File: src/rtl/countdown_sequencer.sv
// Seconds countdown controller: load/start/pause/resume/clear with a prescaled decrement enable.
// Optional COUNTDOWN_AUTO_RELOAD_EN: reload the loaded start value instead of expiring.
module countdown_sequencer #(
  parameter int TICK_DIV = 50000000,
  parameter int SEC_W    = 6
) (
  input  logic             clock_in,
  input  logic             reset_n,
  input  logic             load,
  input  logic [SEC_W-1:0] sec_in,
  input  logic             start,
  input  logic             pause,
  input  logic             clear,
  output logic [SEC_W-1:0] sec_out,
  output logic             tick,
  output logic             running,
  output logic             done,
  output logic             expired
);

  localparam int PW = (TICK_DIV > 1) ? $clog2(TICK_DIV) : 1;
  localparam logic [PW-1:0] PRESC_LAST = PW'(TICK_DIV - 1);

  typedef enum logic [1:0] {IDLE, RUN, PAUSE, EXPIRED} state_t;

  state_t           state_q, state_d;
  logic [PW-1:0]    presc_q, presc_d;
  logic [SEC_W-1:0] sec_q, sec_d;
  logic             tick_d, done_d;
  logic             count_en;
`ifdef COUNTDOWN_AUTO_RELOAD_EN
  logic [SEC_W-1:0] reload_q, reload_d;
`endif

  always_ff @(posedge clock_in or negedge reset_n) begin
    if (!reset_n) begin
      state_q  <= IDLE;
      presc_q  <= '0;
      sec_q    <= '0;
      tick     <= 1'b0;
      done     <= 1'b0;
`ifdef COUNTDOWN_AUTO_RELOAD_EN
      reload_q <= '0;
`endif
    end else begin
      state_q  <= state_d;
      presc_q  <= presc_d;
      sec_q    <= sec_d;
      tick     <= tick_d;
      done     <= done_d;
`ifdef COUNTDOWN_AUTO_RELOAD_EN
      reload_q <= reload_d;
`endif
    end
  end

  // Only the highest-priority asserted command acts; the count advances
  // only in RUN cycles where no command took effect.
  always_comb begin
    state_d  = state_q;
    presc_d  = presc_q;
    sec_d    = sec_q;
    tick_d   = 1'b0;
    done_d   = 1'b0;
    count_en = 1'b0;
`ifdef COUNTDOWN_AUTO_RELOAD_EN
    reload_d = reload_q;
`endif
    if (clear) begin
      state_d = IDLE;
      sec_d   = '0;
      presc_d = '0;
    end else if (load) begin
      state_d = IDLE;
      sec_d   = sec_in;
      presc_d = '0;
`ifdef COUNTDOWN_AUTO_RELOAD_EN
      reload_d = sec_in;
`endif
    end else if (start) begin
      case (state_q)
        IDLE: if (sec_q != '0) begin
          state_d = RUN;
          presc_d = '0;
        end
        PAUSE:   state_d = RUN;
        RUN:     count_en = 1'b1;
        default: ;
      endcase
    end else if (pause && state_q == RUN) begin
      state_d = PAUSE;
    end else if (state_q == RUN) begin
      count_en = 1'b1;
    end

    if (count_en) begin
      if (presc_q == PRESC_LAST) begin
        presc_d = '0;
        if (sec_q != '0) begin
          tick_d = 1'b1;
          if (sec_q == SEC_W'(1)) begin
            done_d = 1'b1;
`ifdef COUNTDOWN_AUTO_RELOAD_EN
            if (reload_q != '0) begin
              sec_d = reload_q;
            end else begin
              sec_d   = '0;
              state_d = EXPIRED;
            end
`else
            sec_d   = '0;
            state_d = EXPIRED;
`endif
          end else begin
            sec_d = sec_q - SEC_W'(1);
          end
        end
      end else begin
        presc_d = presc_q + PW'(1);
      end
    end
  end

  assign sec_out = sec_q;
  assign running = (state_q == RUN);
  assign expired = (state_q == EXPIRED);

endmodule

File: config.mk
export PLATFORM = sky130hd
export DESIGN_NAME = countdown_sequencer
export DESIGN_NICKNAME = d
export VERILOG_FILES = /design/src/rtl/countdown_sequencer.sv
export SDC_FILE = /design/constraint.sdc
export NUM_CORES = 1
export LEC_CHECK = 0
export ABC_AREA = 1
export CORE_ASPECT_RATIO = 0.8
export CORE_UTILIZATION = 60
export CTS_BUF_LIST = sky130_fd_sc_hd__clkbuf_16
export DETAILED_ROUTE_END_ITERATION = 10
export PLACE_DENSITY = 0.81
export SLEW_MARGIN = 20
export SYNTH_ARGS = -nofsm -noshare
export SYNTH_HDL_FRONTEND = slang
export SYNTH_SLANG_ARGS = --single-unit
File: constraint.sdc
create_clock -name clock_in -period 4.2 [get_ports clock_in]
set_input_delay 0.42 -clock clock_in [delete_from_list [all_inputs] [get_ports clock_in]]
set_output_delay 0.42 -clock clock_in [all_outputs]
set_load 0.01 [all_outputs]
# Word level (Yosys, flattened, before mapping)
# Cells that the tools add are included.
# word_totals
reg_bits	36
out_inout_bits	10
elab_cells	54
# classes
addsub	2
eq_ne	5
n_mux	35
reduce_logical	7
# op_table
operator	n
2-to-1 mux 26 bit	7
2-to-1 mux 6 bit	6
adder 26 x 1 -> 26 bit (second input constant)	1
equality test 26 bit (second input constant)	1
2-to-1 mux 2 bit	9
2-to-1 mux 1 bit	12
nonzero test 4 bit	3
equality test 6 x 1 -> 1 bit (second input constant)	1
nonzero test 6 bit	1
subtractor 6 x 1 -> 6 bit (second input constant)	1
equality test 2 bit (second input constant)	2
one-hot mux 2 bit (2 select lines)	1
AND reduction 3 bit	1
equality test 2 x 1 -> 1 bit (second input constant)	1
zero test 2 bit	1
logical AND 1 bit	1

# Longest topological paths before layout
# Gate-level depths: netlist (run 1).
# logic_depth
ltp_word	10
depth_mapped	12
depth_no_buf	12

# Worst setup path after synthesis (run 1)
# Ideal clock, no wire load.
# synth_path
path_kind	register to register
start	reg presc_q[0]
end	reg sec_q[3] (netlist: sec_out[3])
setup_time_ns	0.116
arrival_ns	1.398
path_slack_ns	2.686
stages_incl_launch_ff	12
synth_period_minus_slack_ns	1.514
path_cell_list	dfrtp_1 -> ha_1 -> nand2_1 -> inv_2 -> nand2_4 -> nor2_4 -> nand2_2 -> nor2_4 -> nand2_2 -> buf_6 -> o21ai_2 -> inv_1
# synth_between
elab_chain_cells	3
# synth_rtl
element	line_no	source
from (decl)	27	logic [PW-1:0] presc_q, presc_d;
from (signal assigned)	47	presc_q <= presc_d;
equality test 26 bit	97	if (presc_q == PRESC_LAST) begin
2-to-1 mux 6 bit	97	
2-to-1 mux 6 bit	96	if (count_en) begin
net sec_d[3]	28	logic [SEC_W-1:0] sec_q, sec_d;
to (signal assigned)	39	sec_q <= '0;
to (signal assigned)	48	sec_q <= sec_d;
to (decl)	28	
# The timed path passes the listed nets, and every way through them passes these cells.
# A chain may end at the register's enable or synchronous reset.

# Worst setup path in the final report (run 1)
# layout_path
start	reg presc_q[0]
end	reg presc_q[12]
# layout_between
elab_chain_cells	3
# layout_rtl
element	line_no
adder 26 x 1 -> 26 bit or equality test 26 bit (tied branches)	119, 97
2-to-1 mux 26 bit *	97
2-to-1 mux 26 bit *	96
# Mark *: on every way between the ends. The rest lies on a longest branch, timed or not.

==> impl_metrics.py, run 1 <==
metrics = {
    "die": {
        "die_area_um2": 4730,
        "die_y_um": 61.7,
        "initial_core_util_pct": 63.3,
        "placeableCoreArea_um2": 4230,
        "rows": 21,
        "io_pins": 22,
        "fp.dieW_um": 76.7,
    },
    "cts": {
        "cts_buffers": 5,
        "hold_buffers": 0,
        "clk_pin_slew_worst_paths_ns": 0.05,
        "cts-root-buf": "clkbuf_16",
        "post_cts_buffers": 0,
        "clockBufferDepth": 2,
        "clk_latency_ns": 0.28,
        "htreeDepth": 2,
        "clock-sinks": 36,
        "post_cts_resized": 0,
        "cts_tree": "done",
    },
    "cells_and_area": {
        "final_common_cell": "nand2_1",
        "layout.nets": 439,
        "diodes": 0,
        "drive_gt1_share_pct": 9.46,
        "final_cell_mix": "nand2_1 (115), nor2_1 (59), nand3_1 (57)",
        "syn2layout_area_growth_pct": 12.6,
        "fin_util_pct": 71.2,
    },
    "synth": {
        "syn-num-nets": 420,
        "yosysUniqueCellTypes": 28,
        "yosysSeqAreaShare_pct": 33.7,
        "synth_top_area_share_pct": 33.7,
        "ys_ff_latch": 36,
        "synthesis.area_um2": 2680,
        "synth_area_leaders": "dfrtp_1 (34%), nand2_1 (16%), nand3_1 (11%)",
        "yosysWarnings": 0,
        "netlist_instances": 404,
        "yosysTopAreaCell": "dfrtp_1",
        "synth.avg_cell_area_um2": 6.62,
    },
    "timing": {
        "timing.fmax_mhz": 477,
        "timing.hold.ws_ns": 0.229,
        "rsz0062_at_grt": "no",
        "drv_slew": 0,
        "finalClockSkew_ns": 0.00318,
        "tns_ns": 0,
        "fin_crit_sh_pct": 49.9,
        "setup_viol": 0,
        "hold_violations": 0,
        "slew_headroom_pct": 45.9,
        "fin_crit_ns": 2.10,
        "layout_setup_ws_ns": 2.10,
        "tightest_slew_ns": 0.811,
    },
    "setup_path": {
        "crit_fanout": 13,
        "start_kind": "flip-flop",
        "ff2ff_path_depth": 8,
        "required_ns": 4.36,
        "critical_path_class": "flip-flop to flip-flop",
        "cp.arrival_ns": 2.26,
        "crit_path_end_kind": "flip-flop",
    },
    "job": {
        "max-cap-violations": 0,
    },
    "grt": {
        "antenna_found_initial": 0,
        "grt_pass1_wl_um": 10800,
        "grt.total_usage_pct": 29.7,
        "grt_max_degree": 37,
        "grt_pass1_vias": 2230,
        "grt_overflow": 0,
    },
    "detailed_routing": {
        "post-route-drc-count": 0,
        "wirelength_um": 6680,
        "vias": 2692,
        "drt_iter0_drc": 274,
        "wire_per_inst_um": 13.9,
        "ant_nets": 0,
        "dr.pass1.iters": 5,
        "vias_per_cell": 5.61,
    },
    "power_and_ir_drop": {
        "power.leakage_uw": 0.00144,
        "finalPower_uw": 794,
        "power_density_nw_per_um2": 264,
        "ir_drop_uv": 225,
    },
    "placed_design": {
        "portBuffers": 21,
        "dp_hpwl_um": 4750,
        "globalplace.congestion": 0.936,
        "place_ws_ns": 1.88,
    },
    "outcome": {
        "status": "finished clean",
    },
    "worst_hold_path": {
        "min_path_type": "input port to asynchronous set/reset pin",
    },
}
## sequential cells by signal, indices dropped and copies added, names as in the netlist
register / count
done: 1
presc_q: 26
sec_out: 6
state_q: 2
tick: 1
## report_power, final
| group | internal, uW | switching, uW | total, uW |
|---|---|---|---|
| Clock | 212 | 135 | 347 |
| Combinational | 32.6 | 57.3 | 89.9 |
| Sequential | 352 | 5.82 | 358 |
## worst max-delay path: stages (launching register included)
cell and delay (ns):
dfrtp_1 0.42, ha_1 0.33, inv_1 0.13, nor2_4 0.20, nand3_1 0.10, nor2_1 0.12, nand2_1 0.33, nand3_1 0.25
o21ai_0 0.09
## area by class of cell
cell class / instances / area (um2)
flip-flops and latches: 36 / 901
clock inverters: 2 / 7.51
clock buffers: 5 / 125
fillers: 354 / 1220
repair buffers: 22 / 213
well taps: 57 / 71.3
multi-input cells: 314 / 1530
inverters: 44 / 165
## per-layer routing
layer | track usage, % | wire (um) | up-vias
li1 | - | - | 1331
met1 | 43.8 | 3350 | 1236
met2 | 44.8 | 2760 | 113
met3 | 4.96 | 483 | 12
met4 | 9.89 | 87 | 0
met5 | 0 | 0 | -
## cells by family (layout without fill, tap and decap cells)
kind of cell / Yosys count / in the layout / share of synthesized area, %
simple gates: 273 / 273 / 46.7
buf+inv: 54 / 73 / 9.26
flops: 36 / 36 / 33.7
compound gates: 33 / 33 / 7.20
fa+ha+maj: 4 / 4 / 1.87
xor+xnor: 4 / 4 / 1.31
## path summary, 6_finish.rpt
check	from	endpoint	slack (ns)
hold / removal	reset_n	sec_out[0]	0.23
max in group asynchronous	reset_n	presc_q[15]	3.45
setup reg to reg	presc_q[0]	presc_q[12]	2.10
setup / recovery	presc_q[0]	presc_q[12]	2.10
hold reg to reg	presc_q[1]	presc_q[1]	0.56
min in group clock_in	presc_q[1]	presc_q[1]	0.56
## synthesized netlist by cell type
cell      instances
a21oi_1           8
and2_1            1
buf_2             4
buf_6             4
clkbuf_1          1
clkbuf_8          1
clkinv_1          1
dfrtp_1          36
ha_1              4
inv_1            38
inv_2             5
nand2_1         115
nand2_2           8
nand2_4           2
nand3_1          57
nand3_2           1
nand3b_1          2
nand4_1          14
nor2_1           60
nor2_2            2
nor2_4            7
o211ai_1          2
o21ai_0          15
o21ai_2           3
o21bai_1          4
o22ai_1           1
or2_2             4
xor2_1            4
## stage by stage
stage / instance area [um2] / std cells
after floorplan: 2680 / 404
after global placement: 2880 / 473
after detailed placement: 2880 / 473
after CTS: 3010 / 480
after global routing: 3010 / 480
final: 3010 / 480
(Power assumes the default switching activity.)
==> inputs of run 2 (changes only) <==
- CORE_UTILIZATION: 60 -> 53
- PLACE_DENSITY: 0.81 -> 0.76
- clock period: 4.2 -> 1.9 ns (I/O delays scaled with it)
==> run 2 against run 1 <==
Effect of this change:
- the flow now finishes with violations (hold timing)
- die area up 13%
- clock power up 120%
- wire length up 2.7%
- first-iteration DRC count up 8.0%
- sequential share of layout area down 1.2 points
- count of clock-buffer cells in the layout unchanged
- fmax up 23%
- register-to-register slack worse by 1.9 ns
- worst setup slack worse by 1.9 ns
- highest routed layer unchanged
==> impl_metrics.py, run 2 (synthesis gave the netlist of run 1 again) <==
metrics = {
    "timing": {
        "timing.hold.ws_ns": -0.00239,
        "finalClockSkew_ns": 0.00835,
        "tns_ns": 0,
        "fin_crit_ns": 1.71,
        "fin_crit_sh_pct": 89.9,
        "hold_violations": 10,
        "setup_viol": 0,
        "tightest_slew_ns": 0.785,
        "rsz0062_at_grt": "no",
        "drv_slew": 0,
        "slew_headroom_pct": 47.7,
        "timing.fmax_mhz": 585,
    },
    "power_and_ir_drop": {
        "p_sw_share_pct": 24.5,
        "p_comb_share_pct": 12.3,
        "p_int_uw": 1340,
        "power_frac_seq_pct": 44.6,
        "ir_drop_uv": 554,
        "switchingPower_uw": 433,
        "clkPwrFrac_pct": 43.1,
        "power_density_nw_per_um2": 565,
        "power.leakage_uw": 0.00151,
    },
    "setup_path": {
        "required_ns": 2.05,
        "cp.arrival_ns": 1.85,
        "critical_path_class": "flip-flop to flip-flop",
        "crit_path_end_kind": "flip-flop",
        "crit_fanout": 7,
        "start_kind": "flip-flop",
        "slowest_stage": "dfrtp_1",
        "max_stage_delay_ns": 0.39,
        "critical_path.cell_chain": "ha_2 -> inv_1 -> nor2_4 -> nand3_1 -> nor2_1 -> nand2_1 -> buf_4 -> nand3_1 -> o21ai_0",
        "cp_common_cell": "nand3_1",
    },
    "placed_design": {
        "globalplace.congestion": 0.942,
        "portBuffers": 21,
        "dp_hpwl_um": 5240,
        "dp_cells": 488,
    },
    "cells_and_area": {
        "diodes": 0,
        "final_cell_mix": "nand2_1 (115), nor2_1 (59), nand3_1 (57)",
        "final_common_cell": "nand2_1",
        "syn2layout_area_growth_pct": 17.2,
        "instances_no_fill": 495,
        "nFillCells": 418,
        "largest_reg_flops": 26,
        "largest-register": "presc_q",
        "drive_gt1_share_pct": 12.4,
        "layout.nets": 451,
    },
    "grt": {
        "antenna_found_initial": 0,
        "grt_pass1_vias": 2513,
        "grt.total_usage_pct": 29.7,
        "grt_overflow": 0,
        "grt_max_degree": 37,
        "grt_pass1_wl_um": 12100,
    },
    "die": {
        "die_y_um": 65.6,
        "placeableCoreArea_um2": 4710,
        "initial_core_util_pct": 56.9,
        "io_pins": 22,
        "rows": 22,
        "die_area_um2": 5340,
        "fp.dieW_um": 81.5,
    },
    "detailed_routing": {
        "ant_nets": 0,
        "vias": 2685,
        "vias_per_cell": 5.42,
        "post-route-drc-count": 0,
        "wire_per_inst_um": 13.9,
        "drt_iter0_drc": 296,
        "wirelength_um": 6860,
        "dr.pass1.iters": 5,
    },
    "cts": {
        "clock-sinks": 36,
        "htreeDepth": 2,
        "cts-root-buf": "clkbuf_16",
        "cts_tree": "done",
        "clk_latency_ns": 0.28,
        "cts_buffers": 5,
        "clockBufferDepth": 2,
        "clk_pin_slew_worst_paths_ns": 0.06,
    },
    "job": {
        "max-cap-violations": 0,
    },
    "worst_hold_path": {
        "min_path_type": "input port to asynchronous set/reset pin",
    },
    "outcome": {
        "violations": "hold timing",
        "status": "finished with violations",
    },
}
run 2: metal layers:
layer	track usage, %	wire length, um	part of all wire, %
met1	45.8	3470	51
met2	43.0	2820	41
met3	5.28	522	7.6
met4	5.13	51	0.74
met5	0	0	0
run 2: layout make-up:
type                       count  area [um2]  area share [%]
clock inverter                 2        8.76           0.279
multi-input combinational    314        1530            48.9
tap                           60        75.1            2.39
inverter                      44         165            5.27
clock buffer                   5         125            3.99
timing repair buffer          34         328            10.5
sequential                    36         901            28.7
run 2: path summary, 6_finish.rpt:
kind,start,end,slack [ns],depth (start not counted)
hold / removal,reset_n,presc_q[5],-0.002,1
min in group clock_in,start,state_q[0],0.56,3
max in group asynchronous,reset_n,presc_q[11],1.41,1
setup / recovery,presc_q[1],presc_q[12],0.19,9
setup reg to reg,presc_q[1],presc_q[12],0.19,9
hold reg to reg,presc_q[25],presc_q[25],0.58,2
run 2: worst max-delay path, delay by kind of cell (launching register included):
family | cells | cell delay (ns)
compound gates | 1 | 0.10
buf+inv | 2 | 0.25
flops | 1 | 0.39
simple gates | 5 | 0.59
fa+ha+maj | 1 | 0.24
run 2: through the flow:
| stage | worst slack, ns | cell area [um2] | power [uW] | hold WS (ns) | utilization, % |
|---|---|---|---|---|---|
| 6_report | 0.191 | 3140 | 1770 | -0.00239 | 66.6 |
| 5_1_grt | 0.0333 | 3140 | 1850 | 0.0897 | 66.6 |
| 4_1_cts | 0.157 | 3130 | 1780 | 0.0265 | 66.6 |
| 3_5_place_dp | 0.151 | 3000 | 1020 | 0.323 | 63.7 |
| 3_3_place_gp | 0.218 | 3000 | 1020 | 0.317 | 63.7 |
| 2_1_floorplan | 0.386 | 2680 | 923 | -0.106 | - |
run 2: timing repair:
| item | in CTS | in global routing |
|---|---|---|
| endpoints found under the setup margin | 0 | 1 |
| resized for setup | 0 | 1 |
| setup buffers | 0 | 0 |
| hold buffers | 0 | 0 |
| hold endpoints to repair | 0 | 0 |
run 2: power groups by stage:
| stage | clock network [uW] | registers, uW | logic [uW] |
|---|---|---|---|
| after CTS | 775 | 789 | 219 |
| after global placement | 0 | 803 | 214 |
| final | 763 | 790 | 218 |
| after floorplan | 0 | 804 | 119 |
| after global routing | 810 | 791 | 246 |
| after detailed placement | 0 | 803 | 219 |
